[src/rtl/spi_block_writer_if.sv]
// spi_block_writer_if: SPI pins plus the block-memory write port and fill status.
interface spi_block_writer_if #(parameter int ADDR_W = 11);
  logic              ss;
  logic              sclk;
  logic              mosi;
  logic              miso;
  logic              wr_en;
  logic [ADDR_W-1:0] wr_addr;
  logic [5:0]        wr_data;
  logic              busy;
  modport slave  (input ss, sclk, mosi, output miso, wr_en, wr_addr, wr_data, busy);
  modport master (output ss, sclk, mosi, input miso, wr_en, wr_addr, wr_data, busy);
endinterface

[src/rtl/spi_block_writer.sv]
// spi_block_writer: SPI mode-0 command receiver driving pixel-block writes, hardware fill and status readback.
module spi_block_writer #(
  parameter int NUM_BLOCKS = 1200,
  parameter int ADDR_W     = 11
) (
  input  logic                clk,
  input  logic                rst_n,
  spi_block_writer_if.slave   bus
);
  typedef enum logic [2:0] {IDLE, ADDR_HI, ADDR_LO, DATA, FILL_COLOR, FILL, IGNORE} state_t;
  state_t            state, state_d;
  logic [1:0]        ss_s, mosi_s;
  logic [2:0]        sclk_s, cnt;
  logic [6:0]        sh;
  logic [7:0]        byte_q, miso_sh;
  logic              byte_done, ss_sync, rise, fall;
  logic [ADDR_W-1:0] ptr, ptr_d, ptr_inc, full;
  logic [5:0]        color, color_d, wd;
  logic              we, err, ovr, err_set, ovr_set, stat_ld;
  assign ss_sync  = ss_s[1];
  assign rise     = sclk_s[1] & ~sclk_s[2];
  assign fall     = ~sclk_s[1] & sclk_s[2];
  assign ptr_inc  = ptr == ADDR_W'(NUM_BLOCKS - 1) ? '0 : ptr + 1'b1;
  assign full     = {ptr[ADDR_W-1:8], byte_q};
  assign bus.miso = miso_sh[7] & ~ss_sync;
  always_ff @(posedge clk or negedge rst_n)
    if (!rst_n) begin
      ss_s      <= 2'b11;
      mosi_s    <= '0;
      sclk_s    <= '0;
      cnt       <= '0;
      sh        <= '0;
      byte_q    <= '0;
      byte_done <= 1'b0;
    end else begin
      ss_s      <= {ss_s[0], bus.ss};
      mosi_s    <= {mosi_s[0], bus.mosi};
      sclk_s    <= {sclk_s[1:0], bus.sclk};
      byte_done <= rise && !ss_sync && cnt == 3'd7;
      if (ss_sync) cnt <= '0;
      else if (rise) begin
        cnt <= cnt + 1'b1;
        sh  <= {sh[5:0], mosi_s[1]};
        if (cnt == 3'd7) byte_q <= {sh, mosi_s[1]};
      end
    end
  always_ff @(posedge clk or negedge rst_n)
    if (!rst_n) state <= IDLE;
    else state <= state_d;
  always_comb begin
    state_d = state;
    ptr_d   = ptr;
    color_d = color;
    we      = 1'b0;
    wd      = byte_q[5:0];
    err_set = 1'b0;
    ovr_set = 1'b0;
    stat_ld = 1'b0;
    if (state == FILL) begin
      we      = 1'b1;
      wd      = color;
      ptr_d   = ptr_inc;
      ovr_set = byte_done;
      state_d = ptr == ADDR_W'(NUM_BLOCKS - 1) ? IDLE : FILL;
    end else if (ss_sync) state_d = IDLE;
    else if (byte_done)
      case (state)
        IDLE: begin
          stat_ld = byte_q == 8'h03;
          state_d = byte_q == 8'h01 ? ADDR_HI : byte_q == 8'h02 ? FILL_COLOR : IGNORE;
        end
        ADDR_HI: begin
          ptr_d   = {byte_q[ADDR_W-9:0], ptr[7:0]};
          state_d = ADDR_LO;
        end
        ADDR_LO: begin
          err_set = full >= ADDR_W'(NUM_BLOCKS);
          ptr_d   = err_set ? '0 : full;
          state_d = DATA;
        end
        DATA: begin
          we    = 1'b1;
          ptr_d = ptr_inc;
        end
        FILL_COLOR: begin
          color_d = byte_q[5:0];
          ptr_d   = '0;
          state_d = FILL;
        end
        default: state_d = state;
      endcase
  end
  // A status byte shifts only on falls inside a byte, so the MSB survives the command's trailing fall.
  always_ff @(posedge clk or negedge rst_n)
    if (!rst_n) begin
      ptr         <= '0;
      color       <= '0;
      err         <= 1'b0;
      ovr         <= 1'b0;
      miso_sh     <= '0;
      bus.wr_en   <= 1'b0;
      bus.wr_addr <= '0;
      bus.wr_data <= '0;
      bus.busy    <= 1'b0;
    end else begin
      ptr       <= ptr_d;
      color     <= color_d;
      err       <= err_set | (err & ~stat_ld);
      ovr       <= ovr_set | (ovr & ~stat_ld);
      bus.busy  <= state == FILL;
      bus.wr_en <= we;
      if (we) begin
        bus.wr_addr <= ptr;
        bus.wr_data <= wd;
      end
      miso_sh <= ss_sync ? '0 : stat_ld ? {bus.busy, err, ovr, 5'b0} :
                 (fall && cnt != 3'd0) ? {miso_sh[6:0], 1'b0} : miso_sh;
    end
endmodule

[src/flat_wrapper.sv]
// flat-port wrapper written by rule: the top's interface ports become plain ports
module spi_block_writer_flat 
#(
  parameter int NUM_BLOCKS = 1200,
  parameter int ADDR_W     = 11
)
  (clk, rst_n, bus_ss, bus_sclk, bus_mosi, bus_miso, bus_wr_en, bus_wr_addr, bus_wr_data, bus_busy);
  spi_block_writer_if #(.ADDR_W(ADDR_W)) bus_i ();
  input  logic clk;
  input  logic rst_n;
  input wire logic [$bits(bus_i.ss)-1:0] bus_ss;
  input wire logic [$bits(bus_i.sclk)-1:0] bus_sclk;
  input wire logic [$bits(bus_i.mosi)-1:0] bus_mosi;
  output wire logic [$bits(bus_i.miso)-1:0] bus_miso;
  output wire logic [$bits(bus_i.wr_en)-1:0] bus_wr_en;
  output wire logic [$bits(bus_i.wr_addr)-1:0] bus_wr_addr;
  output wire logic [$bits(bus_i.wr_data)-1:0] bus_wr_data;
  output wire logic [$bits(bus_i.busy)-1:0] bus_busy;
  assign bus_i.ss = bus_ss;
  assign bus_i.sclk = bus_sclk;
  assign bus_i.mosi = bus_mosi;
  assign bus_miso = bus_i.miso;
  assign bus_wr_en = bus_i.wr_en;
  assign bus_wr_addr = bus_i.wr_addr;
  assign bus_wr_data = bus_i.wr_data;
  assign bus_busy = bus_i.busy;
  spi_block_writer #(.NUM_BLOCKS(NUM_BLOCKS), .ADDR_W(ADDR_W)) u_core (.clk(clk), .rst_n(rst_n), .bus(bus_i));
endmodule
[config.mk]
export PLATFORM = sky130hd
export DESIGN_NAME = spi_block_writer_flat
export DESIGN_NICKNAME = d
export VERILOG_FILES = /design/src/rtl/spi_block_writer_if.sv /design/src/rtl/spi_block_writer.sv /design/src/flat_wrapper.sv
export SDC_FILE = /design/constraint.sdc
export NUM_CORES = 1
export LEC_CHECK = 0
export ABC_AREA = 1
export CAP_MARGIN = 20
export CORE_MARGIN = 8
export CORE_UTILIZATION = 63
export DETAILED_ROUTE_END_ITERATION = 10
export GPL_ROUTABILITY_DRIVEN = 0
export PLACE_DENSITY = 0.85
export SLEW_MARGIN = 40
export SYNTH_ARGS = -nofsm -noshare
export SYNTH_HDL_FRONTEND = slang
export SYNTH_SLANG_ARGS = --single-unit
[constraint.sdc]
create_clock -name clk -period 4.66 [get_ports clk]
set_clock_uncertainty 0.1 [all_clocks]
set_input_delay 0.932 -clock clk [delete_from_list [all_inputs] [get_ports clk]]
set_output_delay 0.932 -clock clk [all_outputs]
set_load 0.02 [all_outputs]
==> results of run 1 <==
sequential cells by signal, indices dropped and copies added (netlist names), 2 cells and up:
register            flops
u_core.bus.wr_data      6
u_core.bus.wr_addr     11
u_core.sh               7
u_core.ss_s             2
u_core.color            6
u_core.miso_sh          3
u_core.ptr             11
u_core.cnt              3
u_core.sclk_s           3
u_core.state            3
u_core.byte_q           8
u_core.mosi_s           2
synthesized netlist by cell type, types with 3 or more instances:
master | number | share of area (%)
o21ai_0 | 28 | 4.0
nand2_1 | 142 | 15
o21ai_1 | 5 | 0.72
nand3_2 | 4 | 1.1
inv_1 | 49 | 5.3
nand2_2 | 3 | 0.54
inv_2 | 6 | 0.64
dfrtp_1 | 68 | 49
ha_1 | 4 | 1.4
o21ai_2 | 8 | 2.0
nand4_1 | 11 | 2.0
a21oi_1 | 5 | 0.72
nor2_1 | 42 | 4.5
buf_6 | 4 | 1.3
nand3_1 | 31 | 4.4
a31oi_1 | 6 | 1.1
how the worst max path moves through the flow:
| stage | start | endpoint | slack, ns | cells after the start |
|---|---|---|---|---|
| finish | u_core.ss_s[1] | bus_miso | 2.11 | 2 |
| global route | u_core.ss_s[1] | bus_miso | 2.06 | 2 |
| CTS | u_core.ss_s[1] | bus_miso | 2.08 | 2 |
| detailed placement | u_core.ss_s[1] | bus_miso | 2.47 | 2 |
| global placement | u_core.ss_s[1] | bus_miso | 2.47 | 2 |
| floorplan | u_core.ss_s[1] | bus_miso | 2.95 | 1 |
layout by cell type (no fill, tap or decap), types with 6 or more instances in the layout:
cell,n
clkbuf_8,11
nand2_1,142
inv_2,6
nand4_1,11
clkdlybuf4s50_1,23
dfrtp_1,68
inv_1,49
nand3_1,31
a31oi_1,6
o21ai_2,8
o21ai_0,28
nor2_1,42
area by class of cell:
class,count,area (um^2)
Inverter,56,210
Clock buffer,11,151
Fill cell,415,1490
Tap cell,72,90.1
Timing Repair Buffer,25,243
Sequential cell,70,1750
Clock inverter,5,33.8
Multi-Input combinational cell,304,1460
logic make-up (layout without fill, tap and decap cells):
logic type | after synthesis | after routing | share of synthesized area (%)
and+or+nand+nor | 243 | 243 | 30.7
DFF | 70 | 70 | 50.2
buffers and inverters | 64 | 97 | 7.88
AOI/OAI and AO/OA | 55 | 55 | 9.17
adders and majority gates | 4 | 4 | 1.43
xor gates and xnor gates | 1 | 1 | 0.251
muxes | 1 | 1 | 0.322
power by group through the flow:
stage,Sequential [mW],Combinational (mW),Clock [mW]
6_report,0.825,0.771,0.446
5_1_grt,0.841,0.858,0.481
4_1_cts,0.825,0.773,0.456
3_5_place_dp,0.836,0.771,0
3_3_place_gp,0.832,0.754,0
2_1_floorplan,0.882,0.515,0
through the flow:
| stage | instances | cell area (um^2) | power [mW] | setup WS [ns] | hold WS [ns] |
|---|---|---|---|---|---|
| after floorplan | 438 | 3490 | 1.40 | 2.95 | 0.231 |
| after global placement | 527 | 3760 | 1.59 | 2.47 | 0.237 |
| after detailed placement | 527 | 3760 | 1.61 | 2.47 | 0.241 |
| after CTS | 543 | 3950 | 2.05 | 2.08 | 0.258 |
| after global routing | 543 | 3950 | 2.18 | 2.06 | 0.267 |
| final | 543 | 3950 | 2.04 | 2.11 | 0.258 |
metal layers:
layer	vias up	global-route usage (%)	part of all wire, %
li1	1459	-	-
met2	113	32.6	50
met5	-	0	0
met3	16	4.99	7.4
met1	1350	21.1	40
met4	0	12.2	2.5
==> summary by stage, run 1 <==
Timing
The count of endpoints failing setup in the final report is 0. At the pin with the least slew margin, the transition time is 0.699 ns. The number of endpoints with negative hold slack in the final report was 0. The total negative slack is 0 ns.

The headroom to the max-slew limit is between 50% and 60%. The fmax is 392 MHz. The worst path in the final design needs a cycle of between 2 and 3 ns, including I/O delays and setup. The final clock period utilization by the worst path is 54.8%. Setup repair after global routing left no endpoint under its margin. The count of pins over their slew limit was 0.

Logic synthesis
After synthesis the cells add up to 3490 um^2. The instance count of the mapped netlist is 438. The number of register bits inferred by synthesis is 70. The number of unique standard cell types used by synthesis is 33. The commonest register cell after synthesis is dfrtp_1. Yosys printed 0 warnings. The post-synthesis sequential area ratio is 50.2%.

The synthesized design contains 0 enable-type register cells. Counting flops with an async set or reset pin after synthesis yields a share of 100%. Counting every net in the synthesized netlist gives 447. The mean post-synth cell area is 7.98 um^2.

Critical path
The slowest stage of the critical path belongs to the cell dfstp_2. The buffer and inverter count on the worst path is 1. The endpoint kind of the worst setup timing path is an output port.

In this design, the stage delay of the slowest critical-path cell is ~0.59 ns. Traced cell by cell, the critical path runs through nor2_1 -> clkdlybuf4s50_1. The type of the worst setup path is reg2out.

The critical path launch point type is a flip-flop. The worst path arrival time is between 1.5 and 2 ns. Across all register-to-register paths, the minimum setup slack is 2.64 ns. For the worst setup path, the data required time is around 3.6 ns. Along the worst path, the maximum fanout reaches 6. The length in cells of the worst reg-to-reg path is 6. The origin of the critical flop-to-flop path is u_core.ptr[1].

On the critical path the largest part of the delay comes from flip-flops. The endpoint identified for the worst register-to-register timing path is u_core.state[2].

Power
The proportion of power drawn by combinational gates is 37.8%. The total net switching power is 823 uW. Cell internal power was estimated by the tool at between 1 and 1.5 mW. Summed over all cells, the static leakage comes to 1.90 nW.

Net switching is roughly two fifths of the power. In this run, the clock network consumes a little over a fifth of the power. The total power per unit cell area is 517 nW/um^2.

The part of the power in registers is 40.4%. The maximum vdd drop is roughly 310 uV.

Final layout
The antenna diode count is 0. The fraction of final layout cells with drive strength greater than 1 is 10.4%. Measured on the finished design, the core utilization comes to 72.6%. The number of nets in the final layout is ~480. The layout overhead on the synthesized area is 13.0%.

Route
The final route contains 2,938 vias. The detailed router finished its first iteration with 164 violations. The number of detailed-routing iterations run before antenna repair is 4. The DRC violation count after routing is 0. The number of nets with antenna violations after detailed routing is 0. The average wire per standard cell is 13.5 um. In the routed layout, each cell is associated on average with a via count of 5.41. The final routed wirelength across all metal layers is 7320 um.

Global routing
The wire length of the first global-routing pass is 12,900 um. Global routing finished with a remaining overflow of 0. The via count of the first global-routing pass came to 2,949. The initial antenna violation count is 0. Global routing consumed, over all layers together, 19.3% of the routing resources. The largest net degree at the start of global routing is 41.

Run status
The run finished with clean final reports.

Floorplan
The boundary pin count is 25. The height of the die is 90.5 um. The number of rows in the core area is 27.

The die covers around 8000 um^2. After floorplanning, the core was sized to cover 5440 um^2. Measured along the x axis, the die boundary spans 90.5 um.

Once the floorplan was initialized, standard cells occupied 64.2% of the core.

Placed design
The HPWL after detailed placement is between 5000 and 6000 um. The number of buffer cells added on primary ports is 24.

Clocking
The clock transition time at the flip-flop clock pins of the worst setup and hold paths is 0.07 ns. The post-cts gate resize count is 0. At the later pin of the worst-skew pair, clock insertion delay measures 0.35 ns. After clock tree synthesis, the setup repair step added 0 buffers. TritonCTS built the clock tree. CTS placed an instance of clkbuf_8 at the clock tree root. The total clock buffers created by CTS is 9. The clock passes through at most 2 buffers. The hold-fix buffer count after cts is 0. Clock tree synthesis found a total of 70 sinks. The number of levels the H-tree was split into is 3.

Hold path
In this run the worst hold path is classified as reg2reg. The worst hold path depth is 0. The start point of the worst min-delay path is u_core.ss_s[0]. For hold timing, the worst endpoint is u_core.ss_s[1].

Flow run
The max capacitance violation total is 0.
(Power assumes the default switching activity.)
==> inputs of run 2 (changes only) <==
CORE_UTILIZATION = 58   (was 63)
PLACE_DENSITY = 0.79   (was 0.85)
clock period = 2.6 ns   (was 4.66 ns; I/O delays follow)
==> run 2 against run 1 <==
Against the previous run:
- combinational power is 80% higher
- core utilization shrank 4.1 points
- final cell count increased by 0.74%
- die area increased by 7.1%
- wire length decreased by 0.85%
- via count shrank 2.9%
- first-iteration DRC count down 4.9%
- design area is 2.0% higher
- hold slack lost 0.16 ns
- non-clock buffer count grew 1
- critical endpoint unchanged
- highest routed layer unchanged
==> summary by stage, run 2 (synthesis gave the netlist of run 1 again) <==
Run status
The run finished with clean final reports.

Global routing
The total overflow left after global routing is 0. The wire length of the first global-routing pass is 12,700 um. The overall fraction of global-route tracks in use is 18.1%. The initial antenna violation count came to 0.

The via count of the first global-routing pass is 2,800. The largest net degree at the start of global routing is 44.

Clocking
The number of sinks on the clock net is 70. In this run the number of H-tree levels came out at 3. After clock tree synthesis, the repair step resized 0 gates. The maximum root-to-sink buffer count is 2. In this run, post-CTS hold repair placed 0 buffers. Clock latency on the worst-skew pair, taken at its later pin, is approximately 0.33 ns.

The root buffer cell chosen for the clock tree is clkbuf_8. The TritonCTS clock tree is done. The number of buffers added for setup after CTS is 0. The total clock buffers created by CTS is 9. The clock transition time at the flip-flop clock pins of the worst setup and hold paths is 0.08 ns.

Hold path
The class of the worst hold path is in2async.

Floorplan
25 I/O pins were placed. The height of the die is 93.6 um. The die footprint is 8760 um^2.

The die outline width is ~94 um. The initial standard-cell utilization of the core is 59.4%. The floorplan step defined a core boundary enclosing 5890 um^2.

The floorplan has 28 rows.

Final layout
The layout overhead on the synthesized area is 15.3%. The top cell types in the final layout, fill and taps aside, are nand2_1, dfrtp_1, inv_1. Leaving out fill and tap cells, the most frequent cell in the layout is nand2_1. The repair_antennas step left the layout with diodes totalling 0. After routing the design area is 4030 um^2. In the final design database the tool counted 476 nets. After filler insertion, the fill cell instance count of the layout stands at between 400 and 500. The fraction of final layout cells with drive strength greater than 1 is a little over a tenth. In the final layout, the registers with the most flip-flops are u_core.bus.wr_addr x11, u_core.ptr x11, u_core.byte_q x8.

Critical path
The signal on the critical path passes through nor2_1 -> clkdlybuf4s50_1. Among all stages on the critical path, the largest delay is contributed by dfstp_2. The stage delay of the slowest cell on the critical path is 0.61 ns. Of all nets on the critical path, the largest fanout is 6. The type of the worst setup path is reg2out. The worst setup path is captured at an output port. The endpoint required time on the critical path is 1.98 ns. Data arrives at the worst endpoint at 1.54 ns. The critical path launch point type is a flip-flop.

Timing
The time the worst path needs with I/O delays and setup is 2.16 ns. Setup violations remaining at the end of the flow were counted as 0. Setup repair after global routing left no endpoint under its margin. The total negative slack is 0 ns. For this run, the top clock speed supported by timing is 463 MHz.

At the pin with the least slew margin, the transition time is between 0.6 and 0.7 ns. The count of pins over their slew limit is 0. The worst pin sits at a relative slew slack of 57.7%. The final critical path takes up 83.1% of the cycle.

The number of endpoints with negative hold slack in the final report came to 0.

Route
The routed layout has 2,853 vias. The final routed wirelength across all metal layers is 7250 um. Dividing the detail-routed via count by the number of cells gives approximately 5.2. The DRC violation count after routing is 0.

Dividing the detail-routed wire length by the instance count gives roughly 13 um. The number of nets with antenna violations after detailed routing is 0. The first detailed-routing pass took 5 iterations. For this block, the initial DRC count from the detailed router was roughly 160.

Placed design
In this run the tool buffered the top-level ports with 24 buffer cells. Once detailed placement completed, the half-perimeter wirelength came to 5370 um. In this run the cell area measured after placement is 3780 um^2.

Power
Dividing total power by cell area gives a power density of 968 nW/um^2. Summed over all cells, the static leakage comes to 1.94 nW. The maximum vdd drop is 643 uV.

Flow run
The max capacitance violation total is 0.
## run 2: cell types whose count changed in the layout (fill, tap and decap cells not counted), sizes merged
cell      before  now
bufinv         0    2
inv           55   56
buf            2    3
clkbuf        11   12
clkinv         4    1
clkinvlp       2    1
## run 2: cell type report
type                       instances  area (um^2)  area share (%)
clock buffer                      12          165            4.10
clock inverter                     4         76.3            1.90
inverter                          56          210            5.22
multi-input combinational        304         1460            36.4
sequential                        70         1750            43.6
tap                               75         93.8            2.33
timing repair buffer              26          263            6.53
## run 2: final timing paths
| path | slack [ns] | startpoint | cells after the start | end |
|---|---|---|---|---|
| hold / removal | 0.1 | rst_n | 1 | u_core.bus.wr_addr[3] |
| min in group clk | 0.26 | u_core.ss_s[0] | 0 | u_core.ss_s[1] |
| hold reg to reg | 0.26 | u_core.ss_s[0] | 0 | u_core.ss_s[1] |
| setup reg to reg | 0.73 | u_core.ptr[1] | 10 | u_core.ptr[5] |
| setup / recovery | 0.44 | u_core.ss_s[1] | 2 | bus_miso |
| max in group asynchronous | 1.65 | rst_n | 2 | u_core.cnt[1] |
## run 2: critical path: cells and delay by family (launching register included)
family	cells	cell delay, ns
flip-flops	1	0.61
buffers and inverters	1	0.53
AND/OR/NAND/NOR	1	0.07
## run 2: report_power, final
group	leakage (nW)	internal (mW)	switching (mW)
registers	0.915	1.30	0.186
logic	0.906	0.497	0.888
clock network	0.119	0.623	0.409
## run 2: metal layers
metal  part of all wire [%]  wire [um]  track usage, %  vias to the layer above
li1                       -          -               -                     1454
met1                     45       3240            21.5                     1303
met2                     47       3450            30.6                       80
met3                    5.5        399            4.01                       16
met4                    2.3        167            8.45                        0
met5                      0          0               0                        -
## run 2: per-stage QoR
step	power [mW]	cells	util, %	hold slack, ns	setup slack (ns)
after global placement	2.86	531	64.3	0.233	0.765
final	3.90	547	68.4	0.0981	0.439
after detailed placement	2.89	531	64.3	0.238	0.728
after global routing	4.15	547	68.4	0.141	0.373
after floorplan	2.50	438	-	0.124	0.990
after CTS	3.93	547	68.4	0.112	0.415
==> inputs of run 3 (changes only) <==
CORE_UTILIZATION = 53   (was 58)
PLACE_DENSITY = 0.76   (was 0.79)
clock period = 1.9 ns   (was 2.6 ns; I/O delays follow)
==> run 3 against run 2 <==
Against the previous run:
- clock-buffer cell count unchanged
- global-route usage decreased by 1.1 points
- die area increased by 7.8%
- via count increased by 3.4%
- total power increased by 30%
- first-iteration DRC count decreased by 3.2%
- sequential power increased by 37%
- sequential cell count unchanged
- core utilization decreased by 5.1 points
- critical endpoint is now bus_busy
- largest power group unchanged
- highest routed layer unchanged
==> summary by stage, run 3 (synthesis gave the netlist of run 1 again) <==
Floorplan
The total area inside the core boundary comes to 6350 um^2. The floorplan step defined a die boundary enclosing around 9400 um^2. The height of the die is 97.2 um. The initial standard-cell utilization of the core is 55.0%. In this run the horizontal extent of the chip is between 90 and 100 um. The boundary pin count is 25. In this run the core area contains 29 standard-cell rows.

Run status
The flow ran to the end, and the final reports show no timing, DRC or antenna violations.

Route
The final route contains 2,951 vias. The average wire per standard cell is ~14 um. The post-detailed-route via-to-cell ratio is 5.31.

After detailed routing, the number of remaining DRC violations is 0. The pre-antenna-repair detailed-routing pass consisted of 4 iterations. For this block, the initial DRC count from the detailed router was approximately 150. The routed design has approximately 7600 um of wire. The detail route stage leaves a number of antenna-violating nets equal to 0.

Final layout
The layout overhead on the synthesized area is 15.2%. At the end of the flow, the number of nets in the layout was 483. The post-route non-filler standard cell count is 556.

In the final layout, the share of cells above drive strength 1 is 12.1%. The antenna diode count is 0. In the final layout, the registers with the most flip-flops are u_core.bus.wr_addr x11, u_core.ptr x11, u_core.byte_q x8. The final cell area excluding filler cells is 4020 um^2. The commonest non-fill, non-tap cell in the layout is nand2_1. In the layout the commonest cells are nand2_1, dfrtp_1, inv_1.

Global routing
Global routing used between 10% and 20% of the available tracks across all layers. The via count of the first global-routing pass is 2,998. The wire length of the first global-routing pass is roughly 13,000 um. The total overflow left after global routing is 0. The largest net degree at the start of global routing is 71.

The initial antenna violation count came to 0.

Flow run
The max capacitance violation total is 0.

Timing
The total negative slack is 0 ns. After layout, the minimum clock period comes to between 1.5 and 2 ns. The number of endpoints with negative hold slack in the final report is 0. For the pin with the worst max-slew slack, the measured transition is 0.424 ns.

The count of endpoints failing setup in the final report is 0. The count of pins over their slew limit was 0. Timing would allow up to 552 MHz.

The final clock period utilization by the worst path is 95.3%. Once routing completed, OpenROAD measured the worst setup slack at 0.0886 ns. The worst pin sits at a relative slew slack of 71.5%.

Power
The total power per unit cell area is 1260 nW/um^2. The leakage power total is just under 2 nW. The design draws just over 5 mW.

VDD sags by at most 769 uV.

Placed design
The post-place setup slack is 0.0315 ns. Once placement completed, the tool counted placed cells totaling about 540. The HPWL after detailed placement is 5540 um. The count of buffers added on input and output ports is 24. After detailed placement, the total cell area comes to between 3000 and 4000 um^2.

Clocking
For this design, the sink count on the clock tree is 70. The clock transition time at the flip-flop clock pins of the worst setup and hold paths is roughly 0.070 ns. The later-pin clock latency in the skew report is 0.35 ns. The clock passes through at most 2 buffers.

The number of levels the H-tree was split into is 3. The TritonCTS clock tree is done. The total clock buffers created by CTS is 9.

The cell sitting at the root of the clock tree is a clkbuf_8.

Hold path
The worst hold path was traced through 0 stages. The class of the worst hold path is reg2reg.

Critical path
The length in cells of the worst reg-to-reg path is 6. The buffer and inverter count on the worst path is 1. STA puts the critical path data arrival time at 1.33 ns. The cell with the largest stage delay on the worst path is clkdlybuf4s50_1.

The kind of cell with the highest combined delay along the critical path is buffers and inverters. The endpoint kind of the worst setup timing path is an output port. The type of the worst setup path is reg2out. In this run the worst path has a maximum fanout of 2.

STA classifies the critical path startpoint as a flip-flop. The signal on the critical path passes through clkdlybuf4s50_1. For the worst setup path, the data required time is 1.42 ns. The number of cells on the critical path is 1.

The stage delay of the slowest cell on the critical path is 0.62 ns.
-- run 3: cell count changes in the layout (fill, tap and decap cells not counted), sizes merged --
cell / before / now
dlygate4sd2: 0 / 1
clkdlybuf4s50: 23 / 22
bufinv: 2 / 0
inv: 56 / 55
clkinv: 1 / 4
dlygate4sd3: 0 / 1
buf: 3 / 9
-- run 3: per-stage QoR --
step | hold slack [ns] | util, %
2_1_floorplan | -0.0156 | -
3_3_place_gp | 0.233 | 60.2
3_5_place_dp | 0.239 | 60.2
4_1_cts | 0.255 | 63.0
5_1_grt | 0.259 | 63.3
6_report | 0.245 | 63.3
-- run 3: what timing repair did --
| action | 4_1_cts | 5_1_grt |
|---|---|---|
| hold endpoints to repair | 68 | 0 |
| hold buffers | 1 | 0 |
| gates resized for setup | 1 | 5 |
| cloned | 0 | 0 |
| pin swaps | 0 | 0 |
| endpoints found under the setup margin | 1 | 12 |
| setup buffers | 0 | 1 |
-- run 3: area by class of cell --
class | instances | area [um^2]
Clock inverter | 4 | 22.5
Fill cell | 543 | 2330
Timing Repair Buffer | 33 | 317
Inverter | 56 | 210
Sequential cell | 70 | 1760
Clock buffer | 12 | 145
Tap cell | 77 | 96.3
Multi-Input combinational cell | 304 | 1480
-- run 3: metal layers --
layer,wire length [um],share of wire (%),GRT usage [%]
met1,3240,43,18.6
met2,3670,48,29.3
met3,466,6.2,4.98
met4,192,2.5,8.05
met5,0,0,0
-- run 3: worst paths after layout --
| kind | startpoint | to | slack (ns) |
|---|---|---|---|
| min reg2reg | u_core.mosi_s[0] | u_core.mosi_s[1] | 0.25 |
| min | u_core.mosi_s[0] | u_core.mosi_s[1] | 0.25 |
| max in group asynchronous | rst_n | u_core.ss_s[0] | 0.89 |
| max | u_core.bus.busy | bus_busy | 0.09 |
| min in group asynchronous | rst_n | u_core.bus.wr_addr[7] | 0.47 |
| max reg2reg | u_core.ptr[1] | u_core.state[0] | 0.18 |
-- run 3: worst register-to-register path: stages, from the launching register on --
cell     delay, ns
dfrtp_2       0.41
ha_2          0.23
nand2_1       0.15
nor2_4        0.16
nand3_1       0.20
a22oi_1       0.24
a21oi_1       0.10
-- run 3: report_power, final --
part	internal, mW	leakage (nW)	switching [mW]
Clock	0.503	0.0861	0.540
Sequential	1.78	0.914	0.259
Combinational	0.737	0.943	1.24
Total	3.02	1.94	2.04
